`config.mk`:
```
export PLATFORM = sky130hd
export DESIGN_NAME = overlay_streamer
export DESIGN_NICKNAME = d
export VERILOG_FILES = /design/src/rtl/overlay_streamer.sv
export SDC_FILE = /design/constraint.sdc
export NUM_CORES = 1
export LEC_CHECK = 0
export CORE_AREA = 2 2 187 189
export DETAILED_ROUTE_END_ITERATION = 16
export DIE_AREA = 0 0 189 191
export PLACE_DENSITY = 0.61
export SYNTH_ARGS = -nofsm -noshare
export SYNTH_HDL_FRONTEND = slang
export SYNTH_SLANG_ARGS = --single-unit
```
`constraint.sdc`:
```
create_clock -name clk_sys -period 4.75 [get_ports clk_sys]
set_input_delay 0.95 -clock clk_sys [delete_from_list [all_inputs] [get_ports clk_sys]]
set_output_delay 0.95 -clock clk_sys [all_outputs]
set_load 0.02 [all_outputs]
```
`src/rtl/overlay_streamer.sv`:
```
// overlay_streamer: rewinds to base_addr at each frame start, prefetches packed RGBA words into a FIFO
// and unpacks one pixel per active ce_pix. Optional OVERLAY_PREMUL_EN adds an alpha-premultiply stage.
module overlay_streamer #(
  parameter int CH_BITS    = 4,
  parameter int WORD_W     = 32,
  parameter int FIFO_DEPTH = 8,
  parameter int ADDR_W     = 24
) (
  input  logic              clk_sys,
  input  logic              reset,
  input  logic              enable,
  input  logic [ADDR_W-1:0] base_addr,
  input  logic              ce_pix,
  input  logic              hblank,
  input  logic              vblank,
  output logic              mem_req,
  output logic [ADDR_W-1:0] mem_addr,
  input  logic              mem_valid,
  input  logic [WORD_W-1:0] mem_data,
  output logic [7:0]        pix_r,
  output logic [7:0]        pix_g,
  output logic [7:0]        pix_b,
  output logic [7:0]        pix_a,
  output logic              underflow
);
  localparam int PIX_W = 4 * CH_BITS;
  localparam int PPW   = WORD_W / PIX_W;
  localparam int IDX_W = (PPW > 1) ? $clog2(PPW) : 1;
  localparam int PTR_W = $clog2(FIFO_DEPTH);
  localparam int CNT_W = PTR_W + 1;
  localparam logic [CNT_W-1:0] DEPTH_C  = CNT_W'(FIFO_DEPTH);
  localparam logic [IDX_W-1:0] LAST_IDX = IDX_W'(PPW - 1);

  typedef enum logic [1:0] {S_IDLE, S_FLUSH, S_RUN} state_t;

  state_t              r_state;
  logic                r_vblank_d;
  logic                r_drop;
  logic                r_mem_req;
  logic                r_underflow;
  logic [ADDR_W-1:0]   r_mem_addr;
  logic [ADDR_W-1:0]   r_rd_addr;
  logic [WORD_W-1:0]   r_fifo [FIFO_DEPTH];
  logic [PTR_W-1:0]    r_wr_ptr;
  logic [PTR_W-1:0]    r_rd_ptr;
  logic [CNT_W-1:0]    r_count;
  logic [IDX_W-1:0]    r_idx;
  logic [7:0]          r_px_r, r_px_g, r_px_b, r_px_a;

  logic                w_vblank_rise, w_active, w_empty, w_run, w_push, w_pop, w_issue;
  logic [WORD_W-1:0]   w_head_word;
  logic [PIX_W-1:0]    w_pix_arr [PPW];
  logic [PIX_W-1:0]    w_head_pix;

  // Replicate the channel MSB-first until 8 bits are filled (full scale maps to 0xFF).
  function automatic logic [7:0] f_expand(input logic [CH_BITS-1:0] c);
    logic [7:0] v;
    for (int i = 0; i < 8; i++)
      v[7-i] = c[CH_BITS-1-(i % CH_BITS)];
    return v;
  endfunction

  assign w_vblank_rise = vblank & ~r_vblank_d;
  assign w_active      = ce_pix & ~hblank & ~vblank;
  assign w_empty       = (r_count == '0);
  assign w_run         = enable & (r_state == S_RUN);
  assign w_push        = w_run & r_mem_req & mem_valid & ~r_drop;
  assign w_pop         = w_run & w_active & ~w_empty & (r_idx == LAST_IDX);
  // Only one request in flight, so count + outstanding < depth reduces to count < depth.
  assign w_issue       = w_run & ~w_vblank_rise & ~r_mem_req & (r_count < DEPTH_C);

  assign w_head_word = r_fifo[r_rd_ptr];
  generate
    for (genvar gi = 0; gi < PPW; gi++) begin : g_unpack
      assign w_pix_arr[gi] = w_head_word[gi*PIX_W +: PIX_W];
    end
  endgenerate
  assign w_head_pix = w_pix_arr[r_idx];

  always_ff @(posedge clk_sys) begin
    if (w_push)
      r_fifo[r_wr_ptr] <= mem_data;
  end

  always_ff @(posedge clk_sys) begin
    if (reset) begin
      r_state     <= S_IDLE;
      r_vblank_d  <= 1'b0;
      r_drop      <= 1'b0;
      r_mem_req   <= 1'b0;
      r_mem_addr  <= '0;
      r_rd_addr   <= '0;
      r_underflow <= 1'b0;
      r_wr_ptr    <= '0;
      r_rd_ptr    <= '0;
      r_count     <= '0;
      r_idx       <= '0;
      r_px_r      <= '0;
      r_px_g      <= '0;
      r_px_b      <= '0;
      r_px_a      <= '0;
    end else begin
      r_vblank_d <= vblank;

      if (r_mem_req && mem_valid) begin
        r_mem_req <= 1'b0;
        r_drop    <= 1'b0;
      end else if (w_issue) begin
        r_mem_req  <= 1'b1;
        r_mem_addr <= r_rd_addr;
        r_rd_addr  <= r_rd_addr + ADDR_W'(1);
      end

      if (!enable) begin
        r_state     <= S_IDLE;
        r_wr_ptr    <= '0;
        r_rd_ptr    <= '0;
        r_count     <= '0;
        r_idx       <= '0;
        r_underflow <= 1'b0;
        r_px_r      <= '0;
        r_px_g      <= '0;
        r_px_b      <= '0;
        r_px_a      <= '0;
        if (r_mem_req && !mem_valid)
          r_drop <= 1'b1;
      end else begin
        case (r_state)
          S_IDLE: begin
            r_px_r <= '0;
            r_px_g <= '0;
            r_px_b <= '0;
            r_px_a <= '0;
            if (w_vblank_rise)
              r_state <= S_FLUSH;
          end
          S_FLUSH: begin
            r_wr_ptr    <= '0;
            r_rd_ptr    <= '0;
            r_count     <= '0;
            r_idx       <= '0;
            r_rd_addr   <= base_addr;
            r_underflow <= 1'b0;
            r_state     <= S_RUN;
            if (ce_pix) begin
              r_px_r <= '0;
              r_px_g <= '0;
              r_px_b <= '0;
              r_px_a <= '0;
            end
          end
          default: begin
            if (w_vblank_rise) begin
              r_state <= S_FLUSH;
              if (r_mem_req && !mem_valid)
                r_drop <= 1'b1;
            end
            if (w_push)
              r_wr_ptr <= r_wr_ptr + PTR_W'(1);
            if (w_pop)
              r_rd_ptr <= r_rd_ptr + PTR_W'(1);
            case ({w_push, w_pop})
              2'b10:   r_count <= r_count + CNT_W'(1);
              2'b01:   r_count <= r_count - CNT_W'(1);
              default: r_count <= r_count;
            endcase
            if (ce_pix) begin
              if (w_active && !w_empty) begin
                r_px_r <= f_expand(w_head_pix[0*CH_BITS +: CH_BITS]);
                r_px_g <= f_expand(w_head_pix[1*CH_BITS +: CH_BITS]);
                r_px_b <= f_expand(w_head_pix[2*CH_BITS +: CH_BITS]);
                r_px_a <= f_expand(w_head_pix[3*CH_BITS +: CH_BITS]);
                r_idx  <= (r_idx == LAST_IDX) ? '0 : r_idx + IDX_W'(1);
              end else begin
                // Empty FIFO stalls the image rather than skipping pixels.
                r_px_r <= '0;
                r_px_g <= '0;
                r_px_b <= '0;
                r_px_a <= '0;
                if (w_active)
                  r_underflow <= 1'b1;
              end
            end
          end
        endcase
      end
    end
  end

  assign mem_req   = r_mem_req;
  assign mem_addr  = r_mem_addr;
  assign underflow = r_underflow;

`ifdef OVERLAY_PREMUL_EN
  localparam int PM_W = 9 + CH_BITS;
  logic [7:0]       r_pm_r, r_pm_g, r_pm_b, r_pm_a;
  logic [CH_BITS:0] w_alpha1;

  // The raw alpha is the top CH_BITS of its expansion, so no separate copy is kept.
  assign w_alpha1 = {1'b0, r_px_a[7 -: CH_BITS]} + (CH_BITS+1)'(1);

  function automatic logic [7:0] f_premul(input logic [7:0] c, input logic [CH_BITS:0] a1);
    logic [PM_W-1:0] p;
    p = PM_W'(c) * PM_W'(a1);
    return p[CH_BITS +: 8];
  endfunction

  always_ff @(posedge clk_sys) begin
    if (reset || !enable) begin
      r_pm_r <= '0;
      r_pm_g <= '0;
      r_pm_b <= '0;
      r_pm_a <= '0;
    end else begin
      r_pm_r <= f_premul(r_px_r, w_alpha1);
      r_pm_g <= f_premul(r_px_g, w_alpha1);
      r_pm_b <= f_premul(r_px_b, w_alpha1);
      r_pm_a <= r_px_a;
    end
  end

  assign pix_r = r_pm_r;
  assign pix_g = r_pm_g;
  assign pix_b = r_pm_b;
  assign pix_a = r_pm_a;
`else
  assign pix_r = r_px_r;
  assign pix_g = r_px_g;
  assign pix_b = r_px_b;
  assign pix_a = r_px_a;
`endif

endmodule
```
==> impl.org <==
** Worst setup path
- CP startpoint kind :: input port
- The cell family contributing the most delay on the critical path is simple AND/OR/NAND/NOR gates.
- Cells along the critical path :: clkdlybuf4s50_1, nor3b_1, nand2_1, nor2_1, ha_1, a21o_1, a21oi_1, xnor2_1, mux2i_1, o22ai_1
- At the worst endpoint, the required time is a little over 5 ns.
- Worst path slowest cell :: clkdlybuf4s50_1
- In this design, the stage delay of the slowest critical-path cell is between 0.5 and 0.6 ns.
- Worst Path Arrival :: ~3.5 ns
- The critical path is of the input port to flip-flop type.
- The worst setup path is captured at a flip-flop.
- Of all nets on the critical path, the largest fanout is 5.
- The number of buffers and inverters on the critical path is 1.

** STA
- Across the routed clock network, the largest skew measured is about 0.016 ns.
- In the finished design, the share of the clock period the worst path needs comes to 64.7%.
- Max-slew violations :: 0
- Headroom to the max-slew limit came out at about two fifths.
- Min cycle time layout :: 3.07 ns
- Derived from the worst setup path, the maximum achievable clock frequency is about 330 MHz.
- Setup total negative slack on the finished layout was measured at 0 ns.
- Setup violations remaining at the end of the flow were counted as 0.
- For the pin with the worst max-slew slack, the measured transition is roughly 0.89 ns.
- Count of final hold-check violations :: 0
- Setup repair after global routing left no endpoint under its margin.

** Power and ir drop
- Combinational Power Share :: ~2%
- Of the total power, the clock network draws between 40% and 50%.
- Net switching is around 20% of the power.
- Largest vdd supply drop :: around 0.27 mV
- Sequential share of power :: a little over half
- The analysis attributes to net switching a power of ~0.0012 W.
- The analysis attributes to cell leakage a power of slightly above 5 nW.
- The internal power of the cells totals around 0.005 W.
- Areal power density over the cells :: about 370 mW/mm²

** Placed design
- Post-DP HPWL :: 17,700 µm
- At the end of routability-driven placement, the weighted congestion stood at ~0.77.
- Cells after DPL :: about 1,400
- Port bufs :: 120

** Routing
- Via count :: between 7,000 and 8,000
- After detailed routing, the average wire length per cell comes to 19.7 µm.
- The count of nets left with antenna violations once routing finished came out at 0.
- Routed wire length :: 29,000 µm
- In the routed layout, each cell is associated on average with a via count of approximately 5.2.
- The first TritonRoute pass finished after 5 iterations.
- Number of DRC markers in iteration 0 :: ~560
- DR DRC count :: 0

** Cells and area
- Proportion of layout cells with a drive suffix above 1 :: between 10% and 20%
- For this run, the number of standard cells in the final layout without fillers is around 1,500.
- Number of inserted filler cells in the final layout :: between 2,000 and 3,000
- Count of inserted antenna diode cells :: 0
- Syn-to-layout area delta :: 21.1%
- The final layout contains between 1,000 and 1,500 nets.

** GRT
- Entering global routing, the biggest net connects 58 pins.
- Global-route wire length before repair :: approximately 45,000 µm
- Number of global-route vias before repair :: about 7,800
- Overflow left after global routing :: 0
- GRT Overall Usage :: between 10% and 20%
- The number of antenna violations at the first check in global routing came to 0.

** Synth
- During synthesis, Yosys emitted a total of 0 warnings.
- Most used flip-flop cell after synthesis :: edfxtp_1
- Number of enable flip-flop cells after synthesis :: roughly 260
- Net count after synthesis :: 943
- The number of different library cells used by synthesis comes to 54.
- Area contributors post-synth :: edfxtp_1 (57%), dfxtp_1 (13%), mux4_2 (8.0%)
- After synthesis, the share of flip-flops with an asynchronous set or reset is 0%.
- Most repeated cell in the gate-level netlist after synthesis :: edfxtp_1
- Top-area cell type share of the netlist area :: between 50% and 60%
- Sequential elements use between 60% and 70% of the synthesized area.
- Instance count of the mapped netlist :: just under 900
- Counting flops and latches in the post-synthesis netlist gives 340.
- Netlist area before placement :: approximately 0.013 mm²
- The biggest area contributor in the post-synthesis netlist is edfxtp_1.
- Top cells by instance count after synthesis :: edfxtp_1 (256), dfxtp_1 (84), nand2_1 (77)
- Each instance of the synthesized netlist takes up on average 15.4 µm².

** Floorplanning
- Vertical extent of the die :: between 150 and 200 µm
- around 120 I/O pins were placed.
- After floorplanning, the core was sized to cover approximately 0.034 mm².
- The die covers 0.0361 mm².
- Std cell rows :: between 60 and 70
- Initial core utilization :: between 30% and 40%
- Width of the chip :: between 150 and 200 µm

** CTS
- CTS tree :: built
- Counting the buffers created by CTS gives 36.
- Post-CTS timing repair inserted 0 buffers for setup.
- CTS placed an instance of clkbuf_16 at the clock tree root.
- # hold bufs at CTS :: 0
- Clock latency on the worst-skew pair :: between 0.5 and 0.6 ns
- Clock Pin Slew Worst Setup and Hold Paths :: roughly 0.050 ns
- Post-CTS repair changed the size of 0 cells.
- Depth of the CTS H-tree :: 2
- Worst-case clock buffer depth :: 3
- The clock net in this run drives a total of 340 sinks.

** Run
- Maximum Capacitance Violations :: 0

** Run status
- Status :: finished, final reports clean

** Min path
- The min-delay analysis places its worst path in the category flip-flop to flip-flop.
## tightest hold or removal path: cells and delay by family, from the launching register on
family / cells / cell delay [ns]
AOI/OAI and AO/OA: 1 / 0.05
DFF: 1 / 0.30
and+or+nand+nor: 1 / 0.05
## placed cells by master (no fill, tap or decap), types with 8 or more instances in the layout
master | netlist | layout
a211oi_1 | 29 | 29
a21oi_1 | 45 | 45
a2bb2oi_1 | 13 | 13
buf_4 | 16 | 19
clkbuf_1 | 32 | 10
clkbuf_16 | 0 | 36
clkdlybuf4s50_1 | 0 | 119
dfxtp_1 | 84 | 82
edfxtp_1 | 256 | 256
mux2i_1 | 33 | 33
mux4_2 | 48 | 48
nand2_1 | 77 | 77
nand3_1 | 12 | 12
nand4_1 | 8 | 8
nor2_1 | 49 | 43
nor2b_1 | 17 | 17
nor3_1 | 11 | 8
o21ai_0 | 30 | 30
or3_1 | 8 | 8
xnor2_1 | 13 | 13
xor2_1 | 9 | 9
## layout make-up
cell class / instances / area [µm²] / area share, %
clock inverter: 10 / 130 / 0.800
tap: 455 / 569 / 3.50
sequential: 340 / 9380 / 57.6
timing repair buffer: 139 / 1340 / 8.23
inverter: 2 / 7.51 / 0.0461
multi-input combinational: 470 / 3810 / 23.4
clock buffer: 54 / 1040 / 6.41
## through the flow
stage | worst slack (ns) | utilization [%] | total power (W) | instance area (µm²) | hold WS [ns]
after global placement | 1.19 | 44.3 | 0.00339 | 15100 | 0.442
final | 1.68 | 47.7 | 0.00609 | 16300 | 0.451
after global routing | 1.48 | 47.7 | 0.00630 | 16300 | 0.465
after detailed placement | 1.09 | 44.3 | 0.00340 | 15100 | 0.445
after floorplan | 0.522 | - | 0.00330 | 13400 | 0.437
after CTS | 1.63 | 47.7 | 0.00616 | 16300 | 0.453
## final timing paths
kind                 from            end  slack, ns  depth (start not counted)
max                ce_pix     r_count[3]       1.68                         10
min          mem_addr[20]   mem_addr[20]       0.45                          2
max reg2reg    r_state[1]  r_fifo[3][26]       2.12                          5
min reg2reg  mem_addr[20]   mem_addr[20]       0.45                          2
## cells by family (layout without fill, tap and decap cells)
kind of cell	Yosys count	after routing	synth area share (%)
flops	340	340	69.7
simple gates	213	213	8.01
compound gates	143	143	6.90
mux	86	86	10.9
buf+inv	64	205	2.37
xor+xnor	22	22	1.43
fa+ha+maj	6	6	0.615
## state kept, by name, summed over array words and instances, names as in the netlist, 2 cells and up, named ones only
name / flops
r_fifo: 256
mem_addr: 24
r_rd_addr: 24
pix_a: 4
pix_b: 4
pix_g: 4
pix_r: 4
r_count: 4
r_rd_ptr: 3
r_wr_ptr: 3
r_state: 2
## metal layers
metal / part of all wire (%) / vias to the layer above / track usage, %
li1: - / 3597 / -
met1: 45 / 3769 / 21.9
met2: 49 / 170 / 27.2
met3: 4.2 / 48 / 2.53
met4: 2.3 / 0 / 4.90
met5: 0 / - / 0
## power groups by stage
stage / combinational, W / clock, W / sequential, W
floorplan: 0.0000322 / 0 / 0.00327
global placement: 0.000123 / 0 / 0.00327
detailed placement: 0.000125 / 0 / 0.00327
CTS: 0.000125 / 0.00283 / 0.00321
global route: 0.000134 / 0.00296 / 0.00321
finish: 0.000123 / 0.00276 / 0.00321
No activity file was read; power rests on OpenSTA's default activity.
